--- src/rtl/ibex_pkg.sv ---
// Minimal subset of the Ibex package: ALU operator and bitmanip configuration enums
// as used by the ALU multicycle controller.
package ibex_pkg;

    typedef enum integer {
        RV32BNone,
        RV32BBalanced,
        RV32BOTEarlGrey,
        RV32BFull
    } rv32b_e;

    typedef enum logic [6:0] {
        ALU_ADD,
        ALU_SUB,
        ALU_XOR,
        ALU_OR,
        ALU_AND,
        ALU_SRA,
        ALU_SRL,
        ALU_SLL,
        ALU_ROR,
        ALU_ROL,
        ALU_FSL,
        ALU_FSR
    } alu_op_e;

endpackage

--- src/rtl/ibex_alu_multicycle_ctrl.sv ---
// Issue/sequencing controller for ibex_alu: latches one op per handshake, sequences one or two
// execute cycles, owns the intermediate-value registers and holds the result for writeback.
module ibex_alu_multicycle_ctrl
    import ibex_pkg::*;
#(
    parameter rv32b_e RV32B = RV32BNone
) (
    input  logic           clk_i,
    input  logic           rst_i,
    input  logic           req_valid_i,
    output logic           req_ready_o,
    input  alu_op_e        operator_i,
    input  logic [31:0]    operand_a_i,
    input  logic [31:0]    operand_b_i,
    input  logic           flush_i,
    output alu_op_e        operator_o,
    output logic [31:0]    operand_a_o,
    output logic [31:0]    operand_b_o,
    output logic           instr_first_cycle_o,
    output logic [31:0]    imd_val_q_o [2],
    input  logic [31:0]    alu_imd_val_d_i [2],
    input  logic [1:0]     alu_imd_val_we_i,
    input  logic [31:0]    alu_result_i,
    output logic           result_valid_o,
    output logic [31:0]    result_o,
    input  logic           result_ready_i,
    output logic           busy_o
);

    typedef enum logic [1:0] {StIdle, StExec1, StExec2, StResp} state_e;

    state_e      r_state;
    state_e      w_state_d;
    alu_op_e     r_operator;
    logic [31:0] r_operand_a;
    logic [31:0] r_operand_b;
    logic [31:0] r_result;
    logic [31:0] r_imd_val [2];

    logic w_accept;
    logic w_multicycle;
    logic w_exec;
    logic w_done;

    // Two-cycle ops only exist when bitmanip support is built in.
    assign w_multicycle = (RV32B != RV32BNone) &&
                          (r_operator inside {ALU_FSL, ALU_FSR, ALU_ROL, ALU_ROR});

    assign req_ready_o = (r_state == StIdle) && !flush_i;
    assign w_accept    = req_valid_i && req_ready_o;
    assign w_exec      = (r_state == StExec1) || (r_state == StExec2);
    assign w_done      = ((r_state == StExec1) && !w_multicycle) || (r_state == StExec2);

    always_comb begin
        w_state_d = r_state;
        if (flush_i) begin
            w_state_d = StIdle;
        end else begin
            unique case (r_state)
                StIdle:  if (w_accept) w_state_d = StExec1;
                StExec1: w_state_d = w_multicycle ? StExec2 : StResp;
                StExec2: w_state_d = StResp;
                StResp:  if (result_ready_i) w_state_d = StIdle;
                default: w_state_d = StIdle;
            endcase
        end
    end

    always_ff @(posedge clk_i) begin
        if (rst_i) begin
            r_state      <= StIdle;
            r_operator   <= ALU_ADD;
            r_operand_a  <= '0;
            r_operand_b  <= '0;
            r_result     <= '0;
            r_imd_val[0] <= '0;
            r_imd_val[1] <= '0;
        end else begin
            r_state <= w_state_d;
            if (flush_i) begin
                r_imd_val[0] <= '0;
                r_imd_val[1] <= '0;
            end else if (w_accept) begin
                r_operator   <= operator_i;
                r_operand_a  <= operand_a_i;
                r_operand_b  <= operand_b_i;
                r_imd_val[0] <= '0;
                r_imd_val[1] <= '0;
            end else if (w_exec) begin
                for (int i = 0; i < 2; i++) begin
                    if (alu_imd_val_we_i[i]) r_imd_val[i] <= alu_imd_val_d_i[i];
                end
                if (w_done) r_result <= alu_result_i;
            end
        end
    end

    assign operator_o          = r_operator;
    assign operand_a_o         = r_operand_a;
    assign operand_b_o         = r_operand_b;
    assign instr_first_cycle_o = (r_state == StExec1);
    assign imd_val_q_o         = r_imd_val;
    assign result_valid_o      = (r_state == StResp);
    assign result_o            = r_result;
    assign busy_o              = (r_state != StIdle);

endmodule
--- config.mk ---
export PLATFORM = sky130hd
export DESIGN_NAME = ibex_alu_multicycle_ctrl
export DESIGN_NICKNAME = d
export VERILOG_FILES = /design/src/rtl/ibex_pkg.sv /design/src/rtl/ibex_alu_multicycle_ctrl.sv
export SDC_FILE = /design/constraint.sdc
export NUM_CORES = 1
export LEC_CHECK = 0
export CAP_MARGIN = 20
export CORE_AREA = 2 2 132 134
export DETAILED_ROUTE_END_ITERATION = 16
export DIE_AREA = 0 0 134 136
export PLACE_DENSITY = 0.76
export SLEW_MARGIN = 20
export SYNTH_ARGS = -nofsm -noshare
export SYNTH_HDL_FRONTEND = slang
export SYNTH_SLANG_ARGS = --single-unit
--- constraint.sdc ---
create_clock -name clk_i -period 3.3 [get_ports clk_i]
set_clock_uncertainty 0.05 [all_clocks]
set_input_delay 0.66 -clock clk_i [delete_from_list [all_inputs] [get_ports clk_i]]
set_output_delay 0.66 -clock clk_i [all_outputs]
set_load 0.05 [all_outputs]
==> results_dict.tcl, run 1 <==
set metrics [dict create \
    p_leak_nw 3.49 \
    setup_slack_ps 422 \
    syn_area_um2 6020 \
    setup.worst_path.start "flush_i" \
    drv_slew 0 \
    place_ws_ps 419 \
    syn_inst 759 \
    nFillCells 1490 \
    min_from "imd_val_q_o[28]" \
    num_io_pins 345 \
    hold_viol_final 0 \
    wl_met2_um 9530 \
    yosys.cell_types.count 20 \
    syn2layout_area_growth_pct 69.9 \
    cts_tree "built" \
    synth_ff_type "dfxtp_1" \
    initial_core_util 0.357 \
    clkSinkCount 169 \
    synthTopCellsByArea "dfxtp_1 56%, nand2_1 17%, a21oi_1 14%, buf_2 3.6%, nand3_1 2.7%" \
    fin_nets 1254 \
    yosys-top-cells-count "277 x nand2_1, 169 x dfxtp_1, 168 x a21oi_1" \
    avgSynthCellArea_um2 7.94 \
    period_minus_slack_ps 2880 \
    drc 0 \
    synth-async-reset-ratio 0 \
    peakVddDrop_mv 0.307 \
    timing.critical_path.from_type "input pin" \
    synth_seq_area_share 0.562 \
    synth_warnings 0 \
    initialDrtViolationCount 292 \
    drt-pass1-iter-count 4 \
    grtUsageTotal 0.211 \
    min_path_cells 2 \
    syn_nets 937 \
    drive_gt1_frac 0.0432 \
    finalHoldWorstSlack_ps 401 \
    clock.fmax_ghz 0.347 \
    critPathCaptureType "output port" \
    p_per_area_nw_per_um2 483 \
    setup_violations 0 \
    fin_cells 1314 \
    antenna_found_initial 2 \
    grt_pass1_wl_um 30500 \
    clk-insertion-delay-late_ps 410 \
    wl_um 19600 \
    ctsHoldBuffers 0 \
    wl_met3_um 1880 \
    synth.largest_area_cell "dfxtp_1" \
    topRoutingLayerUsed "met4" \
    grt_max_degree 72 \
    portBuffers 344 \
    synth_edf_count 0 \
    clk_pin_slew_ps 60 \
    synth_most_common_cell "nand2_1" \
    grt_overflow 0 \
    routedWlPerCell_um 14.9 \
    dp.cells 1282 \
    required_ps 2590 \
    hold_class "flip-flop to flip-flop" \
    first_global_vias 5939 \
    rows 48 \
    tns_ps 0 \
    arrival_ps 2170 \
    core_area_um2 16900 \
    htree_levels 4 \
    root_buffer "clkbuf_16" \
    synth_seq_cells 169 \
    max_slew_margin 0.550 \
    numCtsBuffers 17 \
    fin_crit_sh 0.872 \
    crit_fanout 8 \
    die-area_um2 18200 \
    vias 6174 \
    rsz0062_at_grt "false" \
    maxCapViolCount 0 \
    clk_path_buf_depth 2 \
    tightest_slew_ps 672 \
    cts_resized 0 \
    hpwl_um 13800 \
    status "finished clean" \
    chipWidth_um 134 \
    antenna_left 0 \
    die_h_um 136 \
    r2r_start "r_state[0]" \
    gp_congestion 0.777 \
    postCtsSetupBuffers 0 \
    r2r_cells 6 \
    met1_length_um 7660 \
    synth.top_cell.area_share 0.562 \
    critical_path_class "input pin to output port" \
    vias_per_cell 4.70 \
]
[sequential cells by signal, summed over array words and instances (netlist names)]
register     cells
r_state          2
imd_val_q_o     64
result_o        32
operand_b_o     32
operand_a_o     32
operator_o       7
[final cells by class]
type,instances,area (µm²),area share
clock buffers,19,433,0.0423
diodes,2,5.00,0.000489
inverters,3,11.3,0.00110
well taps,225,282,0.0275
clock inverters,11,174,0.0170
multi-input cells,527,2350,0.230
repair buffers,358,3600,0.351
flip-flops and latches,169,3380,0.330
[metrics by stage]
step | power (mW) | utilization | cell area (µm²)
6_report | 4.94 | 0.607 | 10200
5_1_grt | 5.14 | 0.607 | 10200
4_1_cts | 5.00 | 0.606 | 10200
3_5_place_dp | 2.91 | 0.570 | 9630
3_3_place_gp | 2.91 | 0.570 | 9630
2_1_floorplan | 2.54 | - | 6020
[routing by layer]
metal,vias to the layer above,GRT usage
met5,-,0
met4,0,0.0869
met3,34,0.0876
met2,244,0.353
met1,2787,0.237
li1,3109,-
[cells in the final DEF, fill, tap and decap left out]
cell type / instances
inv_6: 1
and2_1: 3
nand2_2: 1
diode_2: 2
or3_1: 1
bufinv_16: 4
o21ai_1: 7
o21ai_0: 25
nand3_1: 32
clkinv_4: 2
dfxtp_1: 169
buf_4: 11
and3b_2: 1
inv_1: 3
nor2b_1: 1
clkdlybuf4s50_1: 343
clkbuf_1: 2
nor2b_2: 1
nand2b_1: 2
clkbuf_16: 17
nand3b_1: 1
clkinvlp_4: 3
a21oi_1: 168
nor2_2: 1
nand2_1: 276
clkinv_2: 1
mux2i_1: 2
buf_12: 4
nor2_1: 1
ha_1: 4
[logic make-up after synthesis]
family,share of synthesized area
and+or+nand+nor,0.212
AOI/OAI and AO/OA,0.166
DFF,0.562
buffers and inverters,0.0488
adders and majority gates,0.00831
muxes,0.00332
[path summary, 6_finish.rpt]
kind,end,slack [ps]
setup reg to reg,result_o[8],1300
hold reg to reg,imd_val_q_o[28],400
setup / recovery,req_ready_o,420
hold / removal,imd_val_q_o[28],400
[report_power, final]
part | switching, mW | leakage (nW) | internal [mW]
combinational | 0.413 | 1.83 | 0.332
sequential | 0.0261 | 1.37 | 2.09
clock | 0.812 | 0.286 | 1.26
[critical path: stages]
cell and delay, ps:
clkdlybuf4s50_1 550, nor2_1 150, clkdlybuf4s50_1 810
Power figures use the tool's default switching activity.
==> run 2: changes to the inputs <==
CAP_MARGIN = not set   (was 20)
clock period = 3.59 ns   (was 3.3 ns; I/O delays follow)
==> run 2 against run 1 <==
First-iteration DRC count down 14%. Wire length up 0.14%. Clock power down 19%. Die area unchanged. Final area down 1.1%. Worst setup slack better by 170 ps. Critical path depth unchanged. Largest cell class unchanged.
==> results_dict.tcl, run 2 (synthesis results as in run 1) <==
set metrics [dict create \
    num_io_pins 345 \
    clk-insertion-delay-late_ps 420 \
    mostFrequentLayoutCells "343 x clkdlybuf4s50_1, 276 x nand2_1, 169 x dfxtp_1" \
    arrival_ps 2230 \
    drv_slew 0 \
    first_global_vias 5748 \
    portBuffers 344 \
    max_slew_margin 0.552 \
    cp_slowest_cell "clkdlybuf4s50_1" \
    syn2layout_area_growth_pct 68.1 \
    finish.instance_area_um2 10100 \
    setup_violations 0 \
    tns_ps 0 \
    postCtsSetupBuffers 0 \
    largest_register_ff_count 64 \
    critPathCaptureType "output port" \
    antenna_found_initial 1 \
    crit_family "buffers and inverters" \
    initialDrtViolationCount 250 \
    vias_per_cell 4.78 \
    required_ps 2820 \
    rsz0062_at_grt "false" \
    root_buffer "clkbuf_16" \
    grt_overflow 0 \
    drt-pass1-iter-count 6 \
    chipWidth_um 134 \
    drc 0 \
    die-area_um2 18200 \
    fin_crit_sh 0.836 \
    vias 6265 \
    gp_congestion 0.792 \
    grtUsageTotal 0.205 \
    drive_gt1_frac 0.0433 \
    crit_buf_inv 2 \
    seqCellArea_um2 3380 \
    hold_class "flip-flop to flip-flop" \
    wl_um 19600 \
    timing.critical_path.from_type "input pin" \
    numCtsBuffers 17 \
    place_area_um2 9590 \
    grt_pass1_wl_um 29500 \
    status "finished clean" \
    max_stage_delay_ps 810 \
    antenna_left 0 \
    critical_path_class "input pin to output port" \
    ctsHoldBuffers 0 \
    clk_path_buf_depth 2 \
    die_h_um 136 \
    clkSinkCount 169 \
    post-route-util 0.600 \
    clk_pin_slew_ps 60 \
    multi_input_area_um2 2350 \
    hpwl_um 13800 \
    crit_fanout 8 \
    grt_max_degree 72 \
    period_minus_slack_ps 3000 \
    maxCapViolCount 0 \
    final_common_cell "clkdlybuf4s50_1" \
    initial_core_util 0.357 \
    hold_viol_final 0 \
    peakVddDrop_mv 0.291 \
    p_per_area_nw_per_um2 426 \
    cts_resized 0 \
    tightest_slew_ps 672 \
    clock.fmax_ghz 0.333 \
    crit_chain "clkdlybuf4s50_1 -> nor2_1 -> clkdlybuf4s50_1" \
    htree_levels 4 \
    core_area_um2 16900 \
    cp_common_cell "clkdlybuf4s50_1" \
    cts_tree "built" \
    nFillCells 1538 \
    p_leak_nw 3.43 \
    rows 48 \
    routedWlPerCell_um 14.9 \
    fin_nets 1252 \
]
==> run 2: cell count changes in the layout (fill, tap and decap cells not counted), sizes merged <==
cell / delta
clkinvlp: +3
diode: -1
clkinv: -1
bufinv: -4
inv: +3
buf: -2
==> run 2: final timing paths <==
path / slack [ps] / to / start / cells after the start
max: 590 / req_ready_o / flush_i / 3
min: 400 / operand_a_o[30] / operand_a_o[30] / 2
max reg2reg: 1480 / result_o[13] / r_state[0] / 6
min reg2reg: 400 / operand_a_o[30] / operand_a_o[30] / 2
==> run 2: layer usage <==
layer  vias up  share of wire  GRT usage
met5         -              0          0
met4         0          0.024     0.0887
met3        35          0.094     0.0809
met2       248           0.48      0.344
met1      2880           0.40      0.232
li1       3102              -          -
==> run 2: final cells by class <==
cell class,instances,area share
repair buffers,356,0.351
well taps,225,0.0278
clock inverters,12,0.00927
inverters,3,0.00111
diodes,1,0.000247
flip-flops and latches,169,0.334
clock buffers,19,0.0437
multi-input cells,527,0.232
==> run 2: through the flow <==
stage	worst slack, ps	hold slack, ps	total power [mW]	instances
6_report	588	403	4.31	1312
5_1_grt	545	420	4.48	1312
4_1_cts	587	405	4.37	1311
3_5_place_dp	587	395	2.67	1280
3_3_place_gp	593	390	2.67	1280
2_1_floorplan	1270	418	2.34	759
==> run 2: worst register-to-register path: stages (launching register included) <==
cell	delay [ps]
dfxtp_1	400
inv_1	60
ha_1	400
nor2b_2	510
buf_4	350
nand3_1	110
a21oi_1	140
==> run 2: power breakdown <==
part	total [mW]	switching, mW	internal [mW]
combinational	0.680	0.380	0.300
sequential	1.95	0.0240	1.93
clock	1.68	0.775	0.908
total	4.31	1.18	3.13
==> run 3: changes to the inputs <==
CORE_AREA = 2 2 137 139   (was 2 2 132 134)
DIE_AREA = 0 0 139 141   (was 0 0 134 136)
PLACE_DENSITY = 0.74   (was 0.76)
clock period = 2.7 ns   (was 3.59 ns; I/O delays follow)
==> run 3 against run 2 <==
Final area rose by 0.67%. Die area grew 7.5%. Combinational power grew 33%. Sequential share of layout area shrank 0.22 points. Flip-flop and latch count stayed put. Clock-buffer cell count is 2 higher. Wire length up 1.0%. Register-to-register slack got worse by 600 ps. First-iteration DRC count is 1.2% lower. Clock power up 43%.
==> results_dict.tcl, run 3 (synthesis results as in run 1) <==
set metrics [dict create \
    setup_violations 0 \
    fin_nets 1254 \
    nFillCells 1691 \
    core_area_um2 18300 \
    drt-pass1-iter-count 4 \
    drive_gt1_frac 0.0468 \
    peakVddDrop_mv 0.414 \
    arrival_ps 1890 \
    drc 0 \
    gp_congestion 0.758 \
    required_ps 2110 \
    fin_crit_sh 0.918 \
    chipWidth_um 139 \
    multi_input_area_um2 2350 \
    crit_fanout 5 \
    numCtsBuffers 17 \
    initialDrtViolationCount 247 \
    clock.fmax_ghz 0.404 \
    num_io_pins 345 \
    die-area_um2 19600 \
    hold_viol_final 0 \
    cp_slowest_cell "clkdlybuf4s50_1" \
    grt_max_degree 65 \
    clk_path_buf_depth 2 \
    hold_class "flip-flop to flip-flop" \
    tightest_slew_ps 604 \
    timing.critical_path.from_type "flip-flop" \
    period_minus_slack_ps 2480 \
    drv_slew 0 \
    p_leak_nw 3.49 \
    grtUsageTotal 0.195 \
    status "finished clean" \
    crit_buf_inv 1 \
    grt_overflow 0 \
    rows 50 \
    rsz0062_at_grt "false" \
    post-route-util 0.558 \
    max_stage_delay_ps 860 \
    initial_core_util 0.330 \
    wl_um 19800 \
    antenna_found_initial 0 \
    syn2layout_area_growth_pct 69.2 \
    root_buffer "clkbuf_16" \
    die_h_um 141 \
    clk_pin_slew_ps 60 \
    p_per_area_nw_per_um2 579 \
    clk-insertion-delay-late_ps 410 \
    critical_path_class "flip-flop to output port" \
    clkSinkCount 169 \
    critPathCaptureType "output port" \
    first_global_vias 5871 \
    htree_levels 4 \
    hpwl_um 13800 \
    maxCapViolCount 0 \
    cts_tree "built" \
    routedWlPerCell_um 15.0 \
    seqCellArea_um2 3380 \
    tns_ps 0 \
    antenna_left 0 \
    mostFrequentLayoutCells "341 x clkdlybuf4s50_1, 276 x nand2_1, 169 x dfxtp_1" \
    grt_pass1_wl_um 30700 \
    vias 6179 \
    crit_family "buffers and inverters" \
    max_slew_margin 0.597 \
    final_common_cell "clkdlybuf4s50_1" \
    portBuffers 344 \
    largest_register_ff_count 64 \
    insertedDiodeCount 0 \
    crit_chain "ha_1 -> clkdlybuf4s50_1" \
    vias_per_cell 4.67 \
]
-- run 3: cell count changes in the layout (fill, tap and decap cells not counted), sizes merged --
cell and delta:
buf +3, clkinvlp -3, clkbuf +2, clkdlybuf4s50 -2, clkinv +2, bufinv +1
diode -1, dlymetal6s2s +1, inv -1
-- run 3: worst reg2reg max path: stages, from the launching register on --
cell and delay, ps:
dfxtp_1 410, inv_1 60, ha_1 420, nor2b_2 180, buf_4 320, nand3_1 170, a21oi_1 140
-- run 3: layout make-up --
cell class | instances | area share
flip-flops and latches | 169 | 0.332
clock inverters | 11 | 0.0108
multi-input cells | 527 | 0.231
inverters | 3 | 0.00110
clock buffers | 21 | 0.0462
repair buffers | 358 | 0.350
well taps | 234 | 0.0287
-- run 3: layer usage --
metal / global-route usage / vias up / part of all wire
li1: - / 3121 / -
met2: 0.316 / 254 / 0.47
met4: 0.0601 / 0 / 0.018
met3: 0.0893 / 24 / 0.10
met5: 0 / - / 0
met1: 0.231 / 2780 / 0.41
-- run 3: per-stage QoR --
step	cells	hold slack, ps	setup slack [ps]	total power [mW]	area (µm²)
2_1_floorplan	759	418	560	3.11	6020
3_3_place_gp	1291	390	529	3.55	9610
3_5_place_dp	1291	395	489	3.56	9610
4_1_cts	1323	405	22.6	5.98	10200
5_1_grt	1323	418	140	6.15	10200
6_report	1323	402	222	5.90	10200
-- run 3: what timing repair did --
action,in CTS,in global routing
buffers inserted,0,0
hold buffers,0,0
setup endpoints to repair,0,1
resized for setup,0,1
-- run 3: worst paths after layout --
path                         from              end  slack (ps)  depth (start not counted)
setup / recovery       r_state[0]   result_valid_o         220                          2
hold / removal    operand_b_o[26]  operand_b_o[26]         400                          2
setup reg to reg       r_state[0]      result_o[2]         880                          6
hold reg to reg   operand_b_o[26]  operand_b_o[26]         400                          2
-- run 3: power breakdown --
group	leakage (nW)	total, mW	switching, mW	internal [mW]
Clock	0.277	2.40	1.04	1.36
Combinational	1.84	0.907	0.506	0.401
Sequential	1.37	2.59	0.0321	2.56
Total	3.49	5.90	1.58	4.32
